File: config.mk
export PLATFORM = sky130hd
export DESIGN_NAME = ps2_to_ascii
export DESIGN_NICKNAME = d
export VERILOG_FILES = /design/src/rtl/ps2_to_ascii.sv
export SDC_FILE = /design/constraint.sdc
export NUM_CORES = 1
export LEC_CHECK = 0
export ABC_AREA = 1
export CORE_MARGIN = 2
export CORE_UTILIZATION = 45
export CTS_CLUSTER_DIAMETER = 100
export DETAILED_ROUTE_END_ITERATION = 8
export HOLD_SLACK_MARGIN = 0.12
export PLACE_DENSITY = 0.69
export RECOVER_POWER = 25
export SYNTH_ARGS = -nofsm -noshare
export SYNTH_HDL_FRONTEND = slang
export SYNTH_SLANG_ARGS = --single-unit
File: constraint.sdc
create_clock -name clk -period 4.8 [get_ports clk]
set_input_delay 0.48 -clock clk [delete_from_list [all_inputs] [get_ports clk]]
set_output_delay 0.48 -clock clk [all_outputs]
set_load 0.02 [all_outputs]
File: src/rtl/ps2_to_ascii.sv
// ---------------------------------------------------------------------------
// ps2_to_ascii
//   Turns the core's 11-bit PS/2 key-event bus into a stream of ASCII bytes.
//   Shift (left/right) and Caps Lock state are tracked internally, make codes
//   are translated to ASCII, and the results are queued in a small circular
//   FIFO drained through a valid/ready handshake.
//
//   Pipeline: stage 1 latches a new event (detected by a toggle of
//   ps2_key[10]); stage 2 decodes it, updates modifier state and writes the
//   FIFO. One event per cycle is sustained.
//
// Ports
//   clk             system clock
//   reset           synchronous, active-high reset
//   ps2_key[10:0]   [10] event toggle, [9] make(1)/break(0), [8] E0 prefix,
//                   [7:0] set-2 scancode
//   ascii_byte      head-of-FIFO byte (0 while the FIFO is empty)
//   ascii_valid     FIFO non-empty
//   ascii_ready     consumer accepts the head byte this cycle
//   fifo_count      current FIFO occupancy
//   overflow        sticky: a decoded byte was dropped on a full FIFO
//   clear_overflow  clears overflow (a same-cycle set takes priority)
// ---------------------------------------------------------------------------
module ps2_to_ascii #(
  parameter int          FIFO_DEPTH = 8,
  parameter logic [7:0]  CR_CODE    = 8'h0D
) (
  input  logic                          clk,
  input  logic                          reset,
  input  logic [10:0]                   ps2_key,
  output logic [7:0]                    ascii_byte,
  output logic                          ascii_valid,
  input  logic                          ascii_ready,
  output logic [$clog2(FIFO_DEPTH):0]   fifo_count,
  output logic                          overflow,
  input  logic                          clear_overflow
);

  localparam int              AW       = $clog2(FIFO_DEPTH);
  localparam logic [AW:0]     FULL_CNT = (AW+1)'(FIFO_DEPTH);

  // -------------------------------------------------------------------------
  // Make-code translation. Returns {hit, byte}; hit=0 means "no write".
  // upper selects the letter case (shift ^ caps); shift alone selects the
  // alternate symbol on digit and punctuation keys.
  // -------------------------------------------------------------------------
  function automatic logic [8:0] map_key(input logic [7:0] code,
                                         input logic       shift,
                                         input logic       upper);
    logic [8:0] r;
    logic [7:0] idx;   // 1..26 for letters A..Z, 0 when not a letter
    r   = '0;
    idx = 8'd0;
    case (code)
      8'h1C: idx = 8'd1;   8'h32: idx = 8'd2;   8'h21: idx = 8'd3;
      8'h23: idx = 8'd4;   8'h24: idx = 8'd5;   8'h2B: idx = 8'd6;
      8'h34: idx = 8'd7;   8'h33: idx = 8'd8;   8'h43: idx = 8'd9;
      8'h3B: idx = 8'd10;  8'h42: idx = 8'd11;  8'h4B: idx = 8'd12;
      8'h3A: idx = 8'd13;  8'h31: idx = 8'd14;  8'h44: idx = 8'd15;
      8'h4D: idx = 8'd16;  8'h15: idx = 8'd17;  8'h2D: idx = 8'd18;
      8'h1B: idx = 8'd19;  8'h2C: idx = 8'd20;  8'h3C: idx = 8'd21;
      8'h2A: idx = 8'd22;  8'h1D: idx = 8'd23;  8'h22: idx = 8'd24;
      8'h35: idx = 8'd25;  8'h1A: idx = 8'd26;
      // Digit row: caps has no effect, only shift.
      8'h45: r = {1'b1, shift ? 8'h29 : 8'h30};
      8'h16: r = {1'b1, shift ? 8'h21 : 8'h31};
      8'h1E: r = {1'b1, shift ? 8'h40 : 8'h32};
      8'h26: r = {1'b1, shift ? 8'h23 : 8'h33};
      8'h25: r = {1'b1, shift ? 8'h24 : 8'h34};
      8'h2E: r = {1'b1, shift ? 8'h25 : 8'h35};
      8'h36: r = {1'b1, shift ? 8'h5E : 8'h36};
      8'h3D: r = {1'b1, shift ? 8'h26 : 8'h37};
      8'h3E: r = {1'b1, shift ? 8'h2A : 8'h38};
      8'h46: r = {1'b1, shift ? 8'h28 : 8'h39};
      // Punctuation.
      8'h4E: r = {1'b1, shift ? 8'h5F : 8'h2D};
      8'h55: r = {1'b1, shift ? 8'h2B : 8'h3D};
      8'h4C: r = {1'b1, shift ? 8'h3A : 8'h3B};
      8'h52: r = {1'b1, shift ? 8'h22 : 8'h27};
      8'h41: r = {1'b1, shift ? 8'h3C : 8'h2C};
      8'h49: r = {1'b1, shift ? 8'h3E : 8'h2E};
      8'h4A: r = {1'b1, shift ? 8'h3F : 8'h2F};
      // Control / whitespace.
      8'h29: r = {1'b1, 8'h20};
      8'h5A: r = {1'b1, CR_CODE};
      8'h66: r = {1'b1, 8'h08};
      8'h76: r = {1'b1, 8'h1B};
      default: r = '0;
    endcase
    if (idx != 8'd0) begin
      r = {1'b1, (upper ? 8'h41 : 8'h61) + idx - 8'd1};
    end
    return r;
  endfunction

  // -------------------------------------------------------------------------
  // Stage 1: event detect and latch
  // -------------------------------------------------------------------------
  logic       strobe_q;
  logic       ev_valid_q;
  logic [9:0] ev_data_q;
  logic       ev_detect;

  assign ev_detect = ps2_key[10] ^ strobe_q;

  // NOTE: all clocked state uses non-blocking assignments so every register
  // samples pre-edge values regardless of statement order.
  always_ff @(posedge clk) begin
    if (reset) begin
      // Track the current toggle level so a stale toggle is not taken as an
      // event once reset is released.
      strobe_q   <= ps2_key[10];
      ev_valid_q <= 1'b0;
      ev_data_q  <= '0;
    end else begin
      strobe_q   <= ps2_key[10];
      ev_valid_q <= ev_detect;
      if (ev_detect) begin
        ev_data_q <= ps2_key[9:0];
      end
    end
  end

  // -------------------------------------------------------------------------
  // Stage 2: modifier tracking and decode
  // -------------------------------------------------------------------------
  logic       ev_make;
  logic       ev_ext;
  logic [7:0] ev_code;
  logic       shift_l_q, shift_l_d;
  logic       shift_r_q, shift_r_d;
  logic       caps_q,    caps_d;
  logic       dec_valid;
  logic [7:0] dec_byte;
  logic [8:0] map_r;

  assign ev_make = ev_data_q[9];
  assign ev_ext  = ev_data_q[8];
  assign ev_code = ev_data_q[7:0];

  // NOTE: every always_comb output gets a default first, so no path through
  // the case/if tree can leave a signal unassigned and infer a latch.
  always_comb begin
    shift_l_d = shift_l_q;
    shift_r_d = shift_r_q;
    caps_d    = caps_q;
    dec_valid = 1'b0;
    dec_byte  = 8'h00;
    map_r     = map_key(ev_code, shift_l_q | shift_r_q,
                        (shift_l_q | shift_r_q) ^ caps_q);

    if (ev_valid_q) begin
      if (ev_ext) begin
        // Only keypad Enter is meaningful among extended keys; E0 12
        // (fake shift) and everything else fall through untouched.
        if (ev_make && (ev_code == 8'h5A)) begin
          dec_valid = 1'b1;
          dec_byte  = CR_CODE;
        end
      end else begin
        case (ev_code)
          8'h12:   shift_l_d = ev_make;
          8'h59:   shift_r_d = ev_make;
          8'h58:   if (ev_make) caps_d = ~caps_q;
          default: begin
            if (ev_make) begin
              dec_valid = map_r[8];
              dec_byte  = map_r[7:0];
            end
          end
        endcase
      end
    end
  end

  always_ff @(posedge clk) begin
    if (reset) begin
      shift_l_q <= 1'b0;
      shift_r_q <= 1'b0;
      caps_q    <= 1'b0;
    end else begin
      shift_l_q <= shift_l_d;
      shift_r_q <= shift_r_d;
      caps_q    <= caps_d;
    end
  end

  // -------------------------------------------------------------------------
  // Output FIFO
  // -------------------------------------------------------------------------
  logic [7:0]    mem_q [FIFO_DEPTH];
  logic [AW-1:0] wr_ptr_q, rd_ptr_q;
  logic [AW:0]   count_q, count_d;
  logic          overflow_q, overflow_d;
  logic          full;
  logic          pop;
  logic          push;

  assign full = (count_q == FULL_CNT);
  // A byte written this cycle is not visible until count_q reflects it, so an
  // empty FIFO can never pop the incoming byte in the same cycle.
  assign pop  = (count_q != '0) && ascii_ready;
  // A full FIFO still accepts a write when the head is leaving this cycle.
  assign push = dec_valid && (!full || pop);

  always_comb begin
    count_d = count_q;
    case ({push, pop})
      2'b10:   count_d = count_q + (AW+1)'(1);
      2'b01:   count_d = count_q - (AW+1)'(1);
      default: count_d = count_q;
    endcase

    overflow_d = overflow_q;
    if (dec_valid && full && !pop) begin
      overflow_d = 1'b1;           // set wins over a same-cycle clear
    end else if (clear_overflow) begin
      overflow_d = 1'b0;
    end
  end

  always_ff @(posedge clk) begin
    if (reset) begin
      wr_ptr_q   <= '0;
      rd_ptr_q   <= '0;
      count_q    <= '0;
      overflow_q <= 1'b0;
    end else begin
      if (push) wr_ptr_q <= wr_ptr_q + AW'(1);
      if (pop)  rd_ptr_q <= rd_ptr_q + AW'(1);
      count_q    <= count_d;
      overflow_q <= overflow_d;
    end
  end

  // NOTE: storage is deliberately left out of reset; occupancy is governed by
  // the pointers and count, and the output is gated while empty.
  always_ff @(posedge clk) begin
    if (push) begin
      mem_q[wr_ptr_q] <= dec_byte;
    end
  end

  assign ascii_valid = (count_q != '0);
  assign ascii_byte  = ascii_valid ? mem_q[rd_ptr_q] : 8'h00;
  assign fifo_count  = count_q;
  assign overflow    = overflow_q;

endmodule

==> flow_summary.toml, run 1 <==
[outcome]
status = "complete, no violations"

[setup_path]
worstPathRequired_ps = 4320
endpoint_kind = "output port"
worstPathMaxFanout = 29
arrival_ps = 2940
criticalPathCategory = "flip-flop to output port"
crit_path_start_kind = "flip-flop"

[yosys]
ys_types = 43
yosys_warnings = 0
synth.avg_cell_area_um2 = 8.28
synth_edf_count = 56
yosysSeqAreaShare_pct = 51.0
postSynthCellCount = 536
async_reset_ff_share_pct = 0
syn_nets = 556
ys_ff_latch = 85
ys.flop_type = "edfxtp_1"
netlist_area_mm2 = 0.00444

[floorplan]
core_area_mm2 = 0.00968
die_w_um = 103
ioPinCount = 29
initial_core_util_pct = 45.8
die_h_um = 103
rows = 36
dieArea_mm2 = 0.0107

[detailed_routing]
first_pass_iters = 5
first_iter_violations = 279
num_vias = 3753
postRouteAntennaNets = 0
viasPerCell = 5.36
drcViolationCount = 0
wl_um = 10900
wl_per_cell_um = 15.5

[cts]
cts_resized = 0
numCtsBuffers = 9
cts_tree = "built"
cts_root_buf = "clkbuf_8"
post_cts_buffers = 0
clockBufferDepth = 2
htree_num_levels = 3
clock_latency_ps = 370
postCtsHoldBufs = 0
cts.sinks = 85
path_clk_slew_ps = 90

[timing]
setup_violations = 0
finalCriticalPeriod_ps = 3420
maxSlewHeadroom_pct = 41.1
setup_tns_ps = 0
clock_skew_ps = 20.6
finalHoldViolCount = 0
max_freq_ghz = 0.293
rsz0062_at_grt = "false"
worstMarginPinSlew_ps = 881
slew_viol_final = 0
period_share_pct = 71.2

[power]
p_int_uw = 1350
power_uw = 2160
p_per_area_mw_per_mm2 = 429
clock_power_share_pct = 25.2
comb_power_share_pct = 34.6
p_leak_uw = 0.00200
irDropWorstVdd_mv = 0.257
switching_share_pct = 37.4
seq_power_share_pct = 40.2
p_switching_uw = 807

[final_layout]
final_area_mm2 = 0.00503
area_growth_pct = 13.3
nFillCells = 942
final_cell_mix = "nor2_1, nand2_1, edfxtp_1"
drive_above_1_share_pct = 10.2
final_common_cell = "nor2_1"
antenna_cells = 0
multi_input_area_mm2 = 0.00192
area.sequential_mm2 = 0.00226
nets = 582

[placed_design]
port_buffers = 27
gp_congestion = 0.971
hpwl_um = 7810
placed_area_mm2 = 0.00483

[grt]
busiest_layer = "met2"
gr-usage-met1_pct = 30.7
met3_usage_pct = 4.17
grt_pass1_wl_um = 17600
grt_use_met2_pct = 33.5
grt_overflow = 0
grt_pass1_vias = 3559
antenna_found_initial = 0
grt_util_all_layers_pct = 21.6
grt_max_degree = 30

[worst_hold_path]
hold_class = "flip-flop to flip-flop"

[flow_run]
maxCapViolCount = 0
[final cells by class]
cell class,instances,area share (%)
Sequential cell,85,45.0
Tap cell,133,3.31
Clock buffer,9,2.46
Inverter,50,3.73
Timing Repair Buffer,29,5.67
Clock inverter,7,1.77
Multi-Input combinational cell,387,38.1
[flip-flops by register name, indices dropped and copies added (netlist names), named ones only]
signal and flops:
mem_q 56, ev_data_q 10, fifo_count 4, rd_ptr_q 3, wr_ptr_q 3, caps_q 1
ev_valid_q 1, overflow 1, shift_l_q 1, shift_r_q 1, strobe_q 1
[cells in the mapped netlist, types with 3 or more instances]
master    instances  area (µm²)
nor2_1          119         447
nor2_2            9        56.3
nor3_1            7        35.0
a41oi_1           3        26.3
nand2_4           3        33.8
edfxtp_1         56        1680
a211oi_1         11        82.6
nand2_2          13        81.3
o21ai_1           5        25.0
a21oi_1          12        60.1
inv_2            12        45.0
a31oi_1           9        56.3
dfxtp_1          29         581
inv_1            37         139
o22ai_1           7        43.8
xor2_1            3        26.3
nand3_1          13        65.1
nor3_2            4        40.0
nor4_1            5        31.3
ha_1              4        50.1
clkbuf_1         11        41.3
o21ai_0          46         230
nand2_1          94         353
[worst paths after layout]
path / start / slack (ps) / endpoint / cells after the start
worst max register to register: ev_data_q[6]$_SDFFE_PP0P_ / 1650 / mem_q[4][2]$_DFFE_PP_ / 15
worst max-delay path: flip-flop / 1380 / ascii_byte[3] / 7
worst min register to register: overflow$_SDFFE_PP0P_ / 470 / overflow$_SDFFE_PP0P_ / 2
worst min-delay path: overflow$_SDFFE_PP0P_ / 470 / overflow$_SDFFE_PP0P_ / 2
[power groups by stage]
stage                     clock [µW]  sequential, µW  combinational, µW
final                            545             867                746
after global routing             582             876                839
after CTS                        555             868                756
after detailed placement           0             885                753
after global placement             0             882                742
after floorplan                    0             883                482
[through the flow]
stage / hold slack, ps / cells / setup WS (ps) / utilization [%]
2_1_floorplan: 433 / 536 / 2280 / -
3_3_place_gp: 449 / 684 / 1750 / 49.8
3_5_place_dp: 457 / 684 / 1740 / 49.8
4_1_cts: 477 / 700 / 1350 / 52.0
5_1_grt: 499 / 700 / 1060 / 52.0
6_report: 473 / 700 / 1380 / 52.0
[cell families (layout without fill, tap and decap cells)]
| group | count (synthesis) | in the layout | synth area share, % |
|---|---|---|---|
| AOI/OAI and AO/OA | 105 | 105 | 14.1 |
| xor gates and xnor gates | 4 | 4 | 0.789 |
| adders and majority gates | 5 | 5 | 1.58 |
| buffers and inverters | 64 | 95 | 5.69 |
| DFF | 85 | 85 | 51.0 |
| other | 1 | 1 | 0.0845 |
| and+or+nand+nor | 272 | 272 | 26.8 |
[layer usage]
metal / up-vias / routed length (µm)
met2: 130 / 4870
met3: 26 / 671
met1: 1728 / 5110
met5: - / 0
met4: 0 / 225
li1: 1869 / -
[critical path: stages (launching register included)]
cell             delay [ps]
dfxtp_1                 310
buf_4                   290
clkinv_1                650
o21ai_0                 380
o22ai_1                  90
o21ai_0                 160
a31oi_1                 100
clkdlybuf4s50_1         590
Note: power is estimated with default switching activity, not from simulation.
==> inputs of run 2 (changes only) <==
--- a/config.mk
+++ b/config.mk
@@ -11,7 +11,7 @@
 export CTS_CLUSTER_DIAMETER = 100
 export DETAILED_ROUTE_END_ITERATION = 8
 export HOLD_SLACK_MARGIN = 0.12
-export PLACE_DENSITY = 0.69
+export PLACE_DENSITY = 0.72
 export RECOVER_POWER = 25
 export SYNTH_ARGS = -nofsm -noshare
 export SYNTH_HDL_FRONTEND = slang
==> constraint.sdc (replaced) <==
create_clock -name clk -period 3 [get_ports clk]
set_input_delay 0.3 -clock clk [delete_from_list [all_inputs] [get_ports clk]]
set_output_delay 0.3 -clock clk [all_outputs]
set_load 0.02 [all_outputs]
==> run 2 against run 1 <==
Effect of this change: first-iteration DRC count grew 20%; sequential power increased by 59%; worst hold slack got worse by 1.7 ps.
==> flow_summary.toml, run 2 (synthesis results as in run 1) <==
[setup_path]
criticalPathCategory = "flip-flop to flip-flop"
endpoint_kind = "flip-flop"
worstPathCellList = "inv_2 -> nor2_1 -> nand2_2 -> nor2_2 -> nor2_1 -> nand2_1 -> nor2_2 -> nand2_1 -> nor2_2 -> nand2_1 -> nand2_1 -> nand2_2 -> nand2_4 -> nand2_4 -> inv_1 -> ha_1 -> nand2_1 -> nand2_1 -> a31oi_2 -> inv_1 -> nand2_1 -> nand3_1 -> nand2_1 -> nor2_1"
slowest_delay_ps = 370
worstPathMaxFanout = 5
cp_top_family = "simple AND/OR/NAND/NOR gates"
cp_slowest_cell = "dfxtp_2"
arrival_ps = 3030
crit_path_frequent_cell = "nand2_1"
worstPathRequired_ps = 3250
crit_path_start_kind = "flip-flop"
path_buf_inv = 3

[final_layout]
final_util_pct = 54.5
multi_input_area_mm2 = 0.00201
final_cell_mix = "nor2_1, nand2_1, edfxtp_1"
nets = 601
area.sequential_mm2 = 0.00227
area_growth_pct = 18.9
top_register = "mem_q"
drive_above_1_share_pct = 19.3
nFillCells = 883
antenna_cells = 0
largest_reg_flops = 56
final_common_cell = "nor2_1"

[timing]
period_share_pct = 92.7
clock_skew_ps = 6.85
finalCriticalPeriod_ps = 2780
slew_viol_final = 0
setup_violations = 0
finalHoldViolCount = 0
max_freq_ghz = 0.359
setup_ws_ps = 218
hold_ws_ps = 472
maxSlewHeadroom_pct = 52.8
worstMarginPinSlew_ps = 706

[flow_run]
maxCapViolCount = 0

[cts]
htree_num_levels = 3
clockBufferDepth = 2
numCtsBuffers = 9
clock_latency_ps = 350
cts_tree = "built"
cts_root_buf = "clkbuf_8"
cts.sinks = 85
path_clk_slew_ps = 80

[grt]
grt_pass1_vias = 3488
grt_overflow = 0
grt_util_all_layers_pct = 20.8
grt_max_degree = 29
antenna_found_initial = 0
grt_pass1_wl_um = 16900

[worst_hold_path]
hold_class = "flip-flop to flip-flop"

[detailed_routing]
wl_per_cell_um = 14.9
wl_um = 10700
first_pass_iters = 5
num_vias = 3810
drcViolationCount = 0
postRouteAntennaNets = 0
viasPerCell = 5.31
first_iter_violations = 336

[power]
comb_power_share_pct = 35.7
p_switching_uw = 1230
p_int_uw = 2260
irDropWorstVdd_mv = 0.553
switching_share_pct = 35.2
power_uw = 3490
seq_power_share_pct = 39.4
p_leak_uw = 0.00211
p_per_area_mw_per_mm2 = 661
clock_power_share_pct = 24.8

[floorplan]
dieArea_mm2 = 0.0107
ioPinCount = 29
initial_core_util_pct = 45.8
core_area_mm2 = 0.00968
die_h_um = 103
rows = 36
die_w_um = 103

[placed_design]
hpwl_um = 7880
place_ws_ps = 186
gp_congestion = 1.04
port_buffers = 27

[outcome]
status = "complete, no violations"
==> run 2: path summary, 6_finish.rpt <==
kind                                           startpoint                          to  slack [ps]  cells after the start
worst max-delay path            ev_data_q[3]$_SDFFE_PP0P_  fifo_count[3]$_SDFFE_PP0P_         220                     24
worst min-delay path                overflow$_SDFFE_PP0P_       overflow$_SDFFE_PP0P_         470                      2
worst max register to register  ev_data_q[3]$_SDFFE_PP0P_  fifo_count[3]$_SDFFE_PP0P_         220                     24
worst min register to register      overflow$_SDFFE_PP0P_       overflow$_SDFFE_PP0P_         470                      2
==> run 2: metal layers <==
metal | wire length (µm) | share of wire (%) | global-route usage, %
met1 | 4810 | 45 | 28.1
met2 | 4930 | 46 | 33.5
met3 | 734 | 6.9 | 4.30
met4 | 207 | 1.9 | 6.98
met5 | 0 | 0 | 0
==> run 2: power by group through the flow <==
stage	Clock [µW]	Combinational (µW)	Sequential [µW]
after global placement	0	1210	1390
after global routing	924	1380	1390
final	865	1250	1380
after CTS	882	1240	1370
after floorplan	0	771	1410
after detailed placement	0	1230	1400
==> run 2: metrics by stage <==
step	instance area [µm²]	setup TNS [ps]	std cells
6_report	5280	0	718
5_1_grt	5280	-11.6	718
4_1_cts	5160	0	716
3_5_place_dp	4950	0	701
3_3_place_gp	4950	0	701
2_1_floorplan	4440	0	536
==> run 2: area by class of cell <==
class | instances | share of cell area [%]
well taps | 133 | 3.15
repair buffers | 48 | 8.18
multi-input cells | 387 | 38.0
flip-flops and latches | 85 | 43.0
clock inverters | 5 | 1.56
clock buffers | 10 | 2.42
inverters | 50 | 3.60
==> run 2: timing repair <==
action	4_1_cts	5_1_grt
gates resized for setup	0	40
setup buffers	0	2
setup endpoints to repair	0	1
hold buffers	0	0
==> run 2: worst reg2reg max path: stages (launching register included) <==
cell	delay (ps)
dfxtp_2	370
inv_2	60
nor2_1	180
nand2_2	160
nor2_2	180
nor2_1	60
nand2_1	80
nor2_2	40
nand2_1	120
nor2_2	70
nand2_1	70
nand2_1	60
nand2_2	100
nand2_4	60
nand2_4	60
inv_1	50
ha_1	320
nand2_1	80
nand2_1	60
a31oi_2	190
inv_1	60
nand2_1	80
nand3_1	70
nand2_1	60
nor2_1	40
==> inputs of run 3 (changes only) <==
==> constraint.sdc (replaced) <==
create_clock -name clk -period 3 [get_ports clk]
set_input_delay 0.6 -clock clk [delete_from_list [all_inputs] [get_ports clk]]
set_output_delay 0.6 -clock clk [all_outputs]
set_load 0.02 [all_outputs]
==> run 3 against run 2 <==
Effect of this change: die area stayed put; clock power shrank 17%; critical path depth decreased by 18; first-iteration DRC count fell by 30%; core utilization down 0.88 points; largest cell class unchanged; setup slack worse by 120 ps; final cell count increased by 0.42%; maximum frequency shrank 4.1%; highest routed layer unchanged; largest power group unchanged; critical path type is now flip-flop to output port; clock skew is 1.7 ps higher; global-route usage is 0.37 points lower; via count rose by 0.92%; flip-flop and latch count unchanged.
==> flow_summary.toml, run 3 (synthesis results as in run 1) <==
[setup_path]
cp_slowest_cell = "clkdlybuf4s50_1"
rr_endpoint = "fifo_count[3]$_SDFFE_PP0P_"
crit_path_frequent_cell = "o21ai_0"
worstPathMaxFanout = 18
rr_worst_depth = 23
reg2reg_from = "ev_data_q[6]$_SDFFE_PP0P_"
worstPathCellList = "buf_4 -> o21ai_0 -> o22ai_1 -> o21ai_0 -> a31oi_1 -> clkdlybuf4s50_1"
cp-endpoint = "ascii_byte[4]"
arrival_ps = 2300
r2r_setup_slack_ps = 190
worstPathRequired_ps = 2400
criticalPathCategory = "flip-flop to output port"
slowest_delay_ps = 650
endpoint_kind = "output port"
crit_path_start_kind = "flip-flop"

[final_layout]
final_cell_mix = "nor2_1, nand2_1, edfxtp_1"
drive_above_1_share_pct = 15.6
antenna_cells = 0
largest_reg_flops = 56
multi_input_area_mm2 = 0.00195
area_growth_pct = 17.0
top_register = "mem_q"
nFillCells = 911
layout.cells.non_filler = 721
final_common_cell = "nor2_1"
area.sequential_mm2 = 0.00227
nets = 603

[grt]
grt_util_all_layers_pct = 20.4
grt_pass1_vias = 3572
antenna_found_initial = 0
grt_max_degree = 29
grt_pass1_wl_um = 16600
grt_overflow = 0

[cts]
cts_root_buf = "clkbuf_8"
cts.sinks = 85
htree_num_levels = 3
cts_tree = "built"
path_clk_slew_ps = 80
post_cts_buffers = 0
numCtsBuffers = 9
clock_latency_ps = 360
clockBufferDepth = 2

[power]
p_per_area_mw_per_mm2 = 645
p_leak_uw = 0.00212
power_uw = 3350
irDropWorstVdd_mv = 0.453

[detailed_routing]
postRouteAntennaNets = 0
first_iter_violations = 235
drcViolationCount = 0
viasPerCell = 5.33
first_pass_iters = 7
wl_um = 10600
wl_per_cell_um = 14.6
num_vias = 3845

[timing]
rsz0062_at_grt = "true"
max_freq_ghz = 0.345
period_share_pct = 96.7
setup_tns_ps = 0
worstMarginPinSlew_ps = 597
slew_viol_final = 0
setup_violations = 0
clock_skew_ps = 8.54
maxSlewHeadroom_pct = 60.0
finalCriticalPeriod_ps = 2900
finalHoldViolCount = 0
setup_ws_ps = 98.2

[floorplan]
die_h_um = 103
core_area_mm2 = 0.00968
die_w_um = 103
initial_core_util_pct = 45.8
dieArea_mm2 = 0.0107
rows = 36
ioPinCount = 29

[flow_run]
maxCapViolCount = 0

[outcome]
status = "complete, no violations"

[placed_design]
port_buffers = 27
place_ws_ps = 180
hpwl_um = 7940
place_inst = 705
gp_congestion = 1.02

[worst_hold_path]
hold_class = "flip-flop to flip-flop"
-- run 3: stage by stage --
stage	instance area (µm²)	hold WS (ps)	utilization [%]
after floorplan	4440	433	-
after global placement	4980	449	51.5
after detailed placement	4980	462	51.5
after CTS	5160	464	53.3
after global routing	5190	500	53.6
final	5190	462	53.6
-- run 3: where the power goes --
group	total [µW]	switching [µW]	internal, µW
clock	714	412	301
combinational	1250	749	499
sequential	1390	82.4	1310
-- run 3: layout make-up --
cell class / count / share of cell area, %
sequential: 85 / 43.7
multi-input combinational: 387 / 37.5
timing repair buffer: 50 / 8.67
inverter: 50 / 3.61
tap: 133 / 3.20
clock buffer: 9 / 2.38
clock inverter: 7 / 0.964
-- run 3: how the worst min path moves through the flow --
stage	depth (start not counted)	from	end
2_1_floorplan	2	rd_ptr_q[2]$_SDFFE_PP0P_	flip-flop
6_report	2	rd_ptr_q[2]$_SDFFE_PP0P_	flip-flop
5_1_grt	2	rd_ptr_q[2]$_SDFFE_PP0P_	flip-flop
4_1_cts	2	rd_ptr_q[2]$_SDFFE_PP0P_	flip-flop
3_5_place_dp	2	rd_ptr_q[2]$_SDFFE_PP0P_	flip-flop
3_3_place_gp	2	rd_ptr_q[2]$_SDFFE_PP0P_	rd_ptr_q[2]$_SDFFE_PP0P_
-- run 3: metal layers --
metal	up-vias	share of wire [%]	global-route usage (%)
met3	24	5.7	4.64
met4	0	2.0	7.69
met2	152	46	33.3
met5	-	0	0
met1	1765	46	26.6
li1	1904	-	-
-- run 3: worst max-delay path: cells and delay by family, from the launching register on --
family	cells	cell delay [ps]
flip-flops	1	390
buffers and inverters	2	910
AO/OA/AOI/OAI	4	640
-- run 3: timing repair --
action	4_1_cts	5_1_grt
hold endpoints to repair	0	0
endpoints found under the setup margin	0	7
hold buffers	0	0
gates resized for setup	0	15
